<file path="src/rtl/switch_allocator.sv">
// Wormhole switch allocator: per-output round-robin head arbitration with packet locking.
// Grants are combinational from current lock state; state advances on the next edge.
module switch_allocator #(
  parameter int         NUM_PORTS = 5,
  parameter logic [2:0] RR_RESET  = 3'd0
) (
  input  logic                 clk,
  input  logic                 rst,
  input  logic [NUM_PORTS-1:0] req_valid,
  input  logic [2:0]           op_port0,
  input  logic [2:0]           op_port1,
  input  logic [2:0]           op_port2,
  input  logic [2:0]           op_port3,
  input  logic [2:0]           op_port4,
  input  logic [1:0]           flit_type0,
  input  logic [1:0]           flit_type1,
  input  logic [1:0]           flit_type2,
  input  logic [1:0]           flit_type3,
  input  logic [1:0]           flit_type4,
  input  logic [NUM_PORTS-1:0] out_ready,
  output logic [NUM_PORTS-1:0] grant,
  output logic [2:0]           xbar_sel0,
  output logic [2:0]           xbar_sel1,
  output logic [2:0]           xbar_sel2,
  output logic [2:0]           xbar_sel3,
  output logic [2:0]           xbar_sel4,
  output logic [NUM_PORTS-1:0] xbar_valid,
  output logic                 proto_err
);
  localparam logic [1:0] FT_HEAD = 2'b00;
  localparam logic [1:0] FT_BODY = 2'b01;
  localparam logic [1:0] FT_TAIL = 2'b10;
  localparam logic [1:0] FT_RSVD = 2'b11;

  typedef enum logic {S_IDLE, S_LOCKED} state_t;

  logic [NUM_PORTS-1:0][2:0]           w_op;
  logic [NUM_PORTS-1:0][1:0]           w_ft;
  logic [NUM_PORTS-1:0][NUM_PORTS-1:0] w_req;    // [output][input]
  logic [NUM_PORTS-1:0]                w_locked;
  logic [NUM_PORTS-1:0][2:0]           w_owner;
  logic [NUM_PORTS-1:0]                w_win_vld;
  logic [NUM_PORTS-1:0][2:0]           w_win_idx;
  logic [NUM_PORTS-1:0]                w_err;
  logic                                r_err;

  assign w_op = {op_port4, op_port3, op_port2, op_port1, op_port0};
  assign w_ft = {flit_type4, flit_type3, flit_type2, flit_type1, flit_type0};

  for (genvar o = 0; o < NUM_PORTS; o++) begin : g_req_o
    for (genvar i = 0; i < NUM_PORTS; i++) begin : g_req_i
      assign w_req[o][i] = req_valid[i] && (w_op[i] == 3'(o)) && (w_ft[i] != FT_RSVD);
    end
  end

  // Per-output lock state and arbitration
  for (genvar o = 0; o < NUM_PORTS; o++) begin : g_out
    state_t     r_state;
    logic [2:0] r_owner;
    logic [2:0] r_rr;
    logic       w_vld;
    logic [2:0] w_idx;
    logic [2:0] w_cand;

    always_comb begin
      w_vld  = 1'b0;
      w_idx  = '0;
      w_cand = '0;
      if (r_state == S_IDLE) begin
        for (int k = 0; k < NUM_PORTS; k++) begin
          w_cand = 3'((int'(r_rr) + k) % NUM_PORTS);
          if (!w_vld && w_req[o][w_cand] && w_ft[w_cand] == FT_HEAD) begin
            w_vld = 1'b1;
            w_idx = w_cand;
          end
        end
      end else if (w_req[o][r_owner] &&
                   (w_ft[r_owner] == FT_BODY || w_ft[r_owner] == FT_TAIL)) begin
        w_vld = 1'b1;
        w_idx = r_owner;
      end
      if (!out_ready[o] || !rst) w_vld = 1'b0;
    end

    always_ff @(posedge clk or negedge rst) begin
      if (!rst) begin
        r_state <= S_IDLE;
        r_owner <= '0;
        r_rr    <= RR_RESET;
      end else if (w_vld) begin
        if (r_state == S_IDLE) begin
          r_state <= S_LOCKED;
          r_owner <= w_idx;
          r_rr    <= (w_idx == 3'(NUM_PORTS-1)) ? 3'd0 : 3'(w_idx + 3'd1);
        end else if (w_ft[w_idx] == FT_TAIL) begin
          r_state <= S_IDLE;
        end
      end
    end

    assign w_locked[o]  = (r_state == S_LOCKED);
    assign w_owner[o]   = r_owner;
    assign w_win_vld[o] = w_vld;
    assign w_win_idx[o] = w_vld ? w_idx : 3'd0;
  end

  // Protocol checks per input; offending inputs are never eligible above
  for (genvar i = 0; i < NUM_PORTS; i++) begin : g_chk
    always_comb begin
      w_err[i] = 1'b0;
      if (req_valid[i]) begin
        if (int'(w_op[i]) >= NUM_PORTS || w_ft[i] == FT_RSVD)
          w_err[i] = 1'b1;
        else if (!w_locked[w_op[i]])
          w_err[i] = (w_ft[i] != FT_HEAD);
        else if (w_owner[w_op[i]] == 3'(i))
          w_err[i] = (w_ft[i] == FT_HEAD);
        else
          w_err[i] = (w_ft[i] != FT_HEAD);
      end
    end
  end

  always_ff @(posedge clk or negedge rst) begin
    if (!rst)        r_err <= 1'b0;
    else if (|w_err) r_err <= 1'b1;
  end

  always_comb begin
    grant = '0;
    for (int o = 0; o < NUM_PORTS; o++)
      if (w_win_vld[o]) grant[w_win_idx[o]] = 1'b1;
  end

  assign xbar_valid = w_win_vld;
  assign xbar_sel0  = w_win_idx[0];
  assign xbar_sel1  = w_win_idx[1];
  assign xbar_sel2  = w_win_idx[2];
  assign xbar_sel3  = w_win_idx[3];
  assign xbar_sel4  = w_win_idx[4];
  assign proto_err  = r_err;
endmodule

</file>
<file path="config.mk">
export PLATFORM = sky130hd
export DESIGN_NAME = switch_allocator
export DESIGN_NICKNAME = d
export VERILOG_FILES = /design/src/rtl/switch_allocator.sv
export SDC_FILE = /design/constraint.sdc
export NUM_CORES = 1
export LEC_CHECK = 0
export ABC_AREA = 1
export CAP_MARGIN = 20
export CELL_PAD_IN_SITES_DETAIL_PLACEMENT = 0
export CELL_PAD_IN_SITES_GLOBAL_PLACEMENT = 1
export CORE_UTILIZATION = 45
export CTS_CLUSTER_DIAMETER = 120
export DETAILED_ROUTE_END_ITERATION = 10
export DONT_BUFFER_PORTS = 1
export PLACE_DENSITY_LB_ADDON = 0.1
export SLEW_MARGIN = 25
export SYNTH_ARGS = -nofsm -noshare
export SYNTH_HDL_FRONTEND = slang
export SYNTH_SLANG_ARGS = --single-unit
</file>
<file path="constraint.sdc">
create_clock -name clk -period 10.3 [get_ports clk]
set_input_delay 0.515 -clock clk [delete_from_list [all_inputs] [get_ports clk]]
set_output_delay 0.515 -clock clk [all_outputs]
set_load 0.01 [all_outputs]
</file>
==> results.yml, run 1 <==
grt:
  grt_overflow: 0
  grt_first_pass_wirelength_um: 56600
  antenna_found_initial: 0
  grtUsageTotal_pct: 29.5
  grt_start_max_net_pins: 37
  first_global_vias: 10755
routing:
  wirelength_um: 36100
  post_drt_wl_per_cell_um: 16.4
  firstDrtPassIters: 5
  ant_nets: 0
  first_iter_violations: 934
  drcViolationCount: 0
  vias_per_cell: 5.41
  via_count: 11910
setup_path:
  r2r_cells: 30
  crit_path_start_kind: "register"
  rr_startpoint: "g_out[1].r_rr[0]"
  slowest_delay_ns: 0.73
  end_kind: "primary output"
  worst-path-max-fanout: 14
  reg2reg_to: "g_out[1].r_rr[2]"
  crit_arrival_ns: 5.49
  timing_worst_setup_path_type: "reg -> out"
  reg2reg_slack_ns: 4.79
  slowest_stage: "dfrtp_1"
  required_ns: 9.79
cells_and_area:
  finalNetCount: 2037
  seq_area_um2: 901
  layout_commonest_cell: "nand2_1"
  fillCellCount: 2688
  antenna_cells: 0
  multi_input_area_mm2: 0.00835
  post_layout_nonfiller_instances: 2200
  final_cell_mix: "525 x nand2_1, 304 x inv_1, 162 x nor2_1, 158 x nand3_1, 120 x o21ai_0"
  drive_gt1_share_pct: 6.96
  syn_to_final_growth_pct: 4.21
yosys:
  synth_area_mm2: 0.0107
  synth_edf_count: 0
  syn_area_per_cell_um2: 5.64
  synthFlopType: "dfrtp_1"
  syn_inst: 1895
  ys_seq_area_share_pct: 8.43
  yosysWarningCount: 0
  syn-num-nets: 2052
  ys_ff_latch: 36
  async_flop_share_pct: 100
  synthDistinctLibCells: 59
cts:
  post_cts_resized: 0
  cts_inserted_buffers: 5
  root_buffer: "clkbuf_16"
  cts_sinks: 36
  cts_tree: "done"
  clkLatencyLatePin_ns: 0.31
  clk_pin_slew_ns: 0.06
  htreeDepth: 2
  cts_buffer_depth: 2
floorplan:
  chipHeight_um: 156
  core-area_mm2: 0.0234
  start_util_pct: 45.6
  num_rows: 56
  io_pins: 63
  die_x_um: 156
  dieArea_mm2: 0.0244
timing:
  skew_ns: 0.00878
  fmax_mhz: 167
  hold_viol: 0
  setup_tns_ns: 0
  fin_crit_sh_pct: 58.3
  rsz0062_at_grt: "false"
  relSlewSlack_pct: 37.8
  slew_violations: 0
  setup_viol: 0
  fin_crit_ns: 6.00
  worst_pin_slew_ns: 0.930
placement:
  place_congestion: 0.974
  dp_cells: 2191
  hpwl_um: 29500
  io_buffer_count: 0
hold_path:
  hold_path.class: "in -> async"
outcome:
  status: "finished clean"
job:
  drv_cap: 0
how the worst max path moves through the flow:
stage                           from        to  slack, ns  cells past startpoint
detailed placement  g_out[1].r_rr[0]  grant[3]       4.70                     27
global route        g_out[1].r_rr[0]  grant[2]       3.74                     26
global placement    g_out[0].r_rr[0]  grant[4]       4.79                     29
CTS                 g_out[1].r_rr[0]  grant[3]       4.34                     27
finish              g_out[1].r_rr[0]  grant[3]       4.30                     25
floorplan           g_out[1].r_rr[0]  grant[3]       5.71                     26
Yosys cell counts, types with 3 or more instances:
master	instances	share of area (%)
nand2_1	525	18
inv_1	304	11
nor2_1	162	5.7
nand3_1	158	7.4
o21ai_0	120	5.6
ha_1	118	14
a21oi_1	59	2.8
nand4_1	48	2.8
dfrtp_1	36	8.4
nand2_2	34	2.0
o21ai_1	32	1.5
xor2_1	32	2.6
inv_2	27	0.95
o211ai_1	22	1.5
o22ai_1	20	1.2
nor3_1	17	0.80
nand3b_1	16	1.1
nor2_2	14	0.82
buf_4	10	0.70
clkbuf_1	10	0.35
o21bai_1	10	0.70
a31oi_1	8	0.47
nand3_2	8	0.75
o2111ai_1	8	0.66
nor2_4	7	0.74
o21ai_2	7	0.57
a22oi_1	6	0.42
clkinv_1	6	0.21
buf_2	5	0.23
xnor2_1	5	0.41
a211oi_1	4	0.28
nor4_1	4	0.23
o21a_1	4	0.28
a21o_1	3	0.21
a21oi_2	3	0.25
nand4_2	3	0.35
o211ai_2	3	0.35
o221ai_1	3	0.25
o31ai_1	3	0.21
o32ai_1	3	0.25
o41ai_1	3	0.25
xor2_2	3	0.46
critical path: cells and delay by family (launching register included):
family | cells | cell delay (ns)
xor+xnor | 2 | 0.48
buf+inv | 5 | 0.88
simple gates | 10 | 1.23
flops | 1 | 0.73
compound gates | 4 | 0.82
fa+ha+maj | 4 | 1.03
through the flow:
stage               cell area, µm²  util, %  hold WS [ns]  setup WS [ns]
floorplan                    10700        -         0.219           5.71
global placement             11000     46.8         0.222           4.79
CTS                          11100     47.6        0.0693           4.34
global route                 11100     47.6        0.0762           3.74
detailed placement           11000     46.8         0.223           4.70
finish                       11100     47.6        0.0683           4.30
state kept, by name (all words and copies together), names as in the netlist:
register,count
g_out.r_rr,15
g_out.r_state,5
g_out.r_owner,15
proto_err,1
routing by layer:
layer | track usage (%) | vias to the layer above | wire, µm
li1 | - | 6153 | -
met1 | 37.7 | 5359 | 15800
met2 | 50.4 | 344 | 16500
met3 | 5.08 | 54 | 2750
met4 | 8.87 | 0 | 987
met5 | 0 | - | 0
cells by family (layout without fill, tap and decap cells):
kind of cell	Yosys count	in the layout	synth area share, %
fa+ha+maj	120	120	14.2
xor+xnor	42	42	3.80
simple gates	1005	1005	42.0
compound gates	327	327	18.2
flops	36	36	8.43
buf+inv	365	351	13.3
area by class of cell:
cell class | instances | share of cell area, %
flip-flops and latches | 36 | 8.09
inverters | 339 | 11.5
multi-input cells | 1494 | 75.1
clock inverters | 3 | 0.214
clock buffers | 5 | 1.12
well taps | 319 | 3.59
repair buffers | 4 | 0.450
repair_timing:
item,CTS,global route
hold buffers,1,0
setup buffers,0,0
endpoints found under the hold margin,36,0
Power of run 1 is not shown: default switching activity piles up to over one toggle a cycle in this logic, so the estimate is an artifact.
==> inputs of run 2 (changes only) <==
--- a/config.mk
+++ b/config.mk
@@ -5,7 +5,7 @@
 export SDC_FILE = /design/constraint.sdc
 export NUM_CORES = 1
 export LEC_CHECK = 0
-export ABC_AREA = 1
+export ABC_AREA = 0
 export CAP_MARGIN = 20
 export CELL_PAD_IN_SITES_DETAIL_PLACEMENT = 0
 export CELL_PAD_IN_SITES_GLOBAL_PLACEMENT = 1
==> constraint.sdc (replaced) <==
create_clock -name clk -period 5.84 [get_ports clk]
set_input_delay 0.292 -clock clk [delete_from_list [all_inputs] [get_ports clk]]
set_output_delay 0.292 -clock clk [all_outputs]
set_load 0.01 [all_outputs]
==> run 2 against run 1 <==
Effect of this change: critical path depth fell by 3; hold slack improved by 0.093 ns; sequential cell count did not move; synthesized area rose by 6.0%; critical path type unchanged.
==> results.yml, run 2 <==
outcome:
  status: "finished clean"
grt:
  first_global_vias: 11095
  antenna_found_initial: 0
  grt_first_pass_wirelength_um: 60700
  grt_overflow: 0
  grtUsageTotal_pct: 29.2
  grt_start_max_net_pins: 37
power_and_ir_drop:
  p_seq_share_pct: 6.6
  leakage_nw: 5.25
  p_sw_share_pct: 56.9
  power.density_mw_per_mm2: 682
  peakVddDrop_uv: 396
  power_frac_comb_pct: 89.6
  p_switching_mw: 4.82
  clkPwrFrac_pct: 3.8
  p_int_mw: 3.66
routing:
  ant_nets: 0
  via_count: 12071
  vias_per_cell: 6.39
  first_iter_violations: 1090
  drcViolationCount: 0
  firstDrtPassIters: 6
  wirelength_um: 38600
  post_drt_wl_per_cell_um: 20.4
timing:
  fin_crit_ns: 5.60
  fin_crit_sh_pct: 95.9
  relSlewSlack_pct: 46.9
  skew_ns: 0.0114
  fmax_mhz: 179
  hold_viol: 0
  slew_violations: 0
  setup_viol: 0
  worst_pin_slew_ns: 0.795
setup_path:
  required_ns: 5.55
  crit_arrival_ns: 5.31
  end_kind: "primary output"
  worst-path-max-fanout: 9
  crit_path_start_kind: "register"
  timing_worst_setup_path_type: "reg -> out"
yosys:
  synth-xor-area-share_pct: 4.17
  synth_area_leaders: "ha_1 13%, dfrtp_1 8.0%, mux2i_1 6.9%, nand2_1 4.1%, a21oi_1 3.9%"
  yosysWarningCount: 0
  ys_seq_area_share_pct: 7.96
  synth_edf_count: 0
  yosysTopAreaCellShare_pct: 13.0
  synth_common_cells: "125 x nand2_1, 118 x ha_1, 110 x nor2_1, 106 x inv_1, 88 x a21oi_1"
  ys_ff_latch: 36
  muxShareOfSynthArea_pct: 10.5
  syn_area_per_cell_um2: 7.27
  yosys.area_share.adder_pct: 13.4
  synth.most_common_cell: "nand2_1"
  synthFlopType: "dfrtp_1"
  synth_area_mm2: 0.0113
  syn_inst: 1558
  synth_top_family_by_area: "compound AO/OA/AOI/OAI gates"
  yosys.area_share.simple_pct: 27.1
  yosysTopAreaCell: "ha_1"
  synth_compound_area_share_pct: 30.0
  syn-num-nets: 1715
  async_flop_share_pct: 100
  synthDistinctLibCells: 105
cts:
  cts_tree: "done"
  cts_inserted_buffers: 5
  clk_pin_slew_ns: 0.07
  root_buffer: "clkbuf_16"
  cts_sinks: 36
  clkLatencyLatePin_ns: 0.30
  htreeDepth: 2
  cts_buffer_depth: 2
floorplan:
  num_rows: 57
  core-area_mm2: 0.0245
  start_util_pct: 46.2
  die_x_um: 161
  io_pins: 63
  dieArea_mm2: 0.0258
  chipHeight_um: 161
placement:
  place_congestion: 0.953
  hpwl_um: 30200
  place_area_mm2: 0.0118
  io_buffer_count: 0
cells_and_area:
  syn_to_final_growth_pct: 9.80
  top_regs: "g_out.r_owner: 15 flops, g_out.r_rr: 15 flops, g_out.r_state: 5 flops"
  post-route-util_pct: 50.7
  postLayoutCellArea_mm2: 0.0124
  fillCellCount: 2520
  final_cell_mix: "125 x nand2_1, 108 x nor2_1, 107 x ha_1, 105 x inv_1, 85 x a21oi_1"
  layout_commonest_cell: "nand2_1"
  finalNetCount: 1721
  drive_gt1_share_pct: 14.1
  antenna_cells: 0
job:
  drv_cap: 0
hold_path:
  hold_path.class: "in -> reg"
## run 2: cell types whose count changed after synthesis, moves of 39 or more
cell	before	now
nand2_1	525	125
inv_1	304	106
nand3_1	158	53
mux2i_1	0	78
nor2_1	162	110
clkbuf_1	10	60
xnor2_1	5	44
## run 2: logic make-up (layout without fill, tap and decap cells)
group | count (synthesis) | count (layout)
multiplexers | 109 | 109
AO/OA/AOI/OAI | 478 | 478
XOR/XNOR | 53 | 53
buffers and inverters | 191 | 198
AND/OR/NAND/NOR | 571 | 571
adder cells (fa/ha/maj) | 120 | 120
flip-flops | 36 | 36
## run 2: path summary, 6_finish.rpt
path | start | endpoint | slack (ns) | cells past startpoint
min in group asynchronous | rst | g_out[2].r_owner[0] | 0.55 | 2
max in group asynchronous | rst | g_out[2].r_rr[1] | 5.08 | 2
min reg2reg | g_out[1].r_owner[1] | g_out[1].r_owner[1] | 0.64 | 2
max reg2reg | g_out[2].r_rr[1] | g_out[2].r_rr[2] | 0.54 | 23
max | g_out[2].r_rr[1] | grant[2] | 0.24 | 22
min | req_valid[3] | proto_err | 0.16 | 2
## run 2: metrics by stage
stage / TNS, ns / setup slack, ns / hold slack [ns] / std cells / power [mW]
floorplan: 0 / 0.0438 / -0.00359 / 1558 / 5.95
global placement: 0 / 0.252 / 0.0000150 / 1865 / 7.47
detailed placement: 0 / 0.206 / 0.000601 / 1865 / 7.49
CTS: -0.0166 / -0.0166 / 0.155 / 1876 / 7.94
global route: -0.137 / -0.0804 / 0.176 / 1889 / 9.31
finish: 0 / 0.239 / 0.162 / 1889 / 8.48
## run 2: metal layers
| layer | vias up | routed length [µm] | global-route usage [%] | part of all wire [%] |
|---|---|---|---|---|
| met5 | - | 0 | 0 | 0 |
| met3 | 59 | 2780 | 5.81 | 7.2 |
| met2 | 386 | 17800 | 48.0 | 46 |
| met4 | 0 | 745 | 6.36 | 1.9 |
| li1 | 5867 | - | - | - |
| met1 | 5759 | 17300 | 39.1 | 45 |
## run 2: worst max-delay path, cell delays in order, from the launching register on
cell and delay (ns):
dfrtp_2 0.46, ha_2 0.22, xor2_2 0.19, inv_2 0.10, ha_1 0.25, nor2_2 0.16
a21oi_1 0.10, xnor2_1 0.29, ha_1 0.20, or2b_1 0.17, o211ai_1 0.16, a2111oi_1 0.53
a2111oi_2 0.12, buf_4 0.16, nand3_1 0.07, and3_1 0.17, and4bb_2 0.28, a211o_1 0.35
o31ai_4 0.31, or2_2 0.18, inv_1 0.05, a22o_1 0.21, a211o_1 0.28
## run 2: repair_timing
item,CTS,global route
buffers inserted,1,13
pin swaps,1,10
resized for setup,6,59
hold endpoints to repair,36,0
hold buffers,2,0
endpoints found under the setup margin,5,17
## run 2: power by group through the flow
stage	clock (mW)	combinational, mW	sequential [mW]
floorplan	0	5.48	0.464
global placement	0	6.92	0.551
detailed placement	0	6.94	0.552
CTS	0.332	7.06	0.549
global route	0.340	8.39	0.579
finish	0.326	7.60	0.560
## run 2: layout make-up
type | instances | area [µm²] | area share [%]
inverters | 113 | 424 | 3.41
repair buffers | 77 | 601 | 4.83
well taps | 324 | 405 | 3.26
flip-flops and latches | 36 | 905 | 7.28
clock inverters | 3 | 42.5 | 0.342
multi-input cells | 1331 | 9930 | 79.9
clock buffers | 5 | 125 | 1.01
Note: power is estimated with default switching activity, not from simulation.
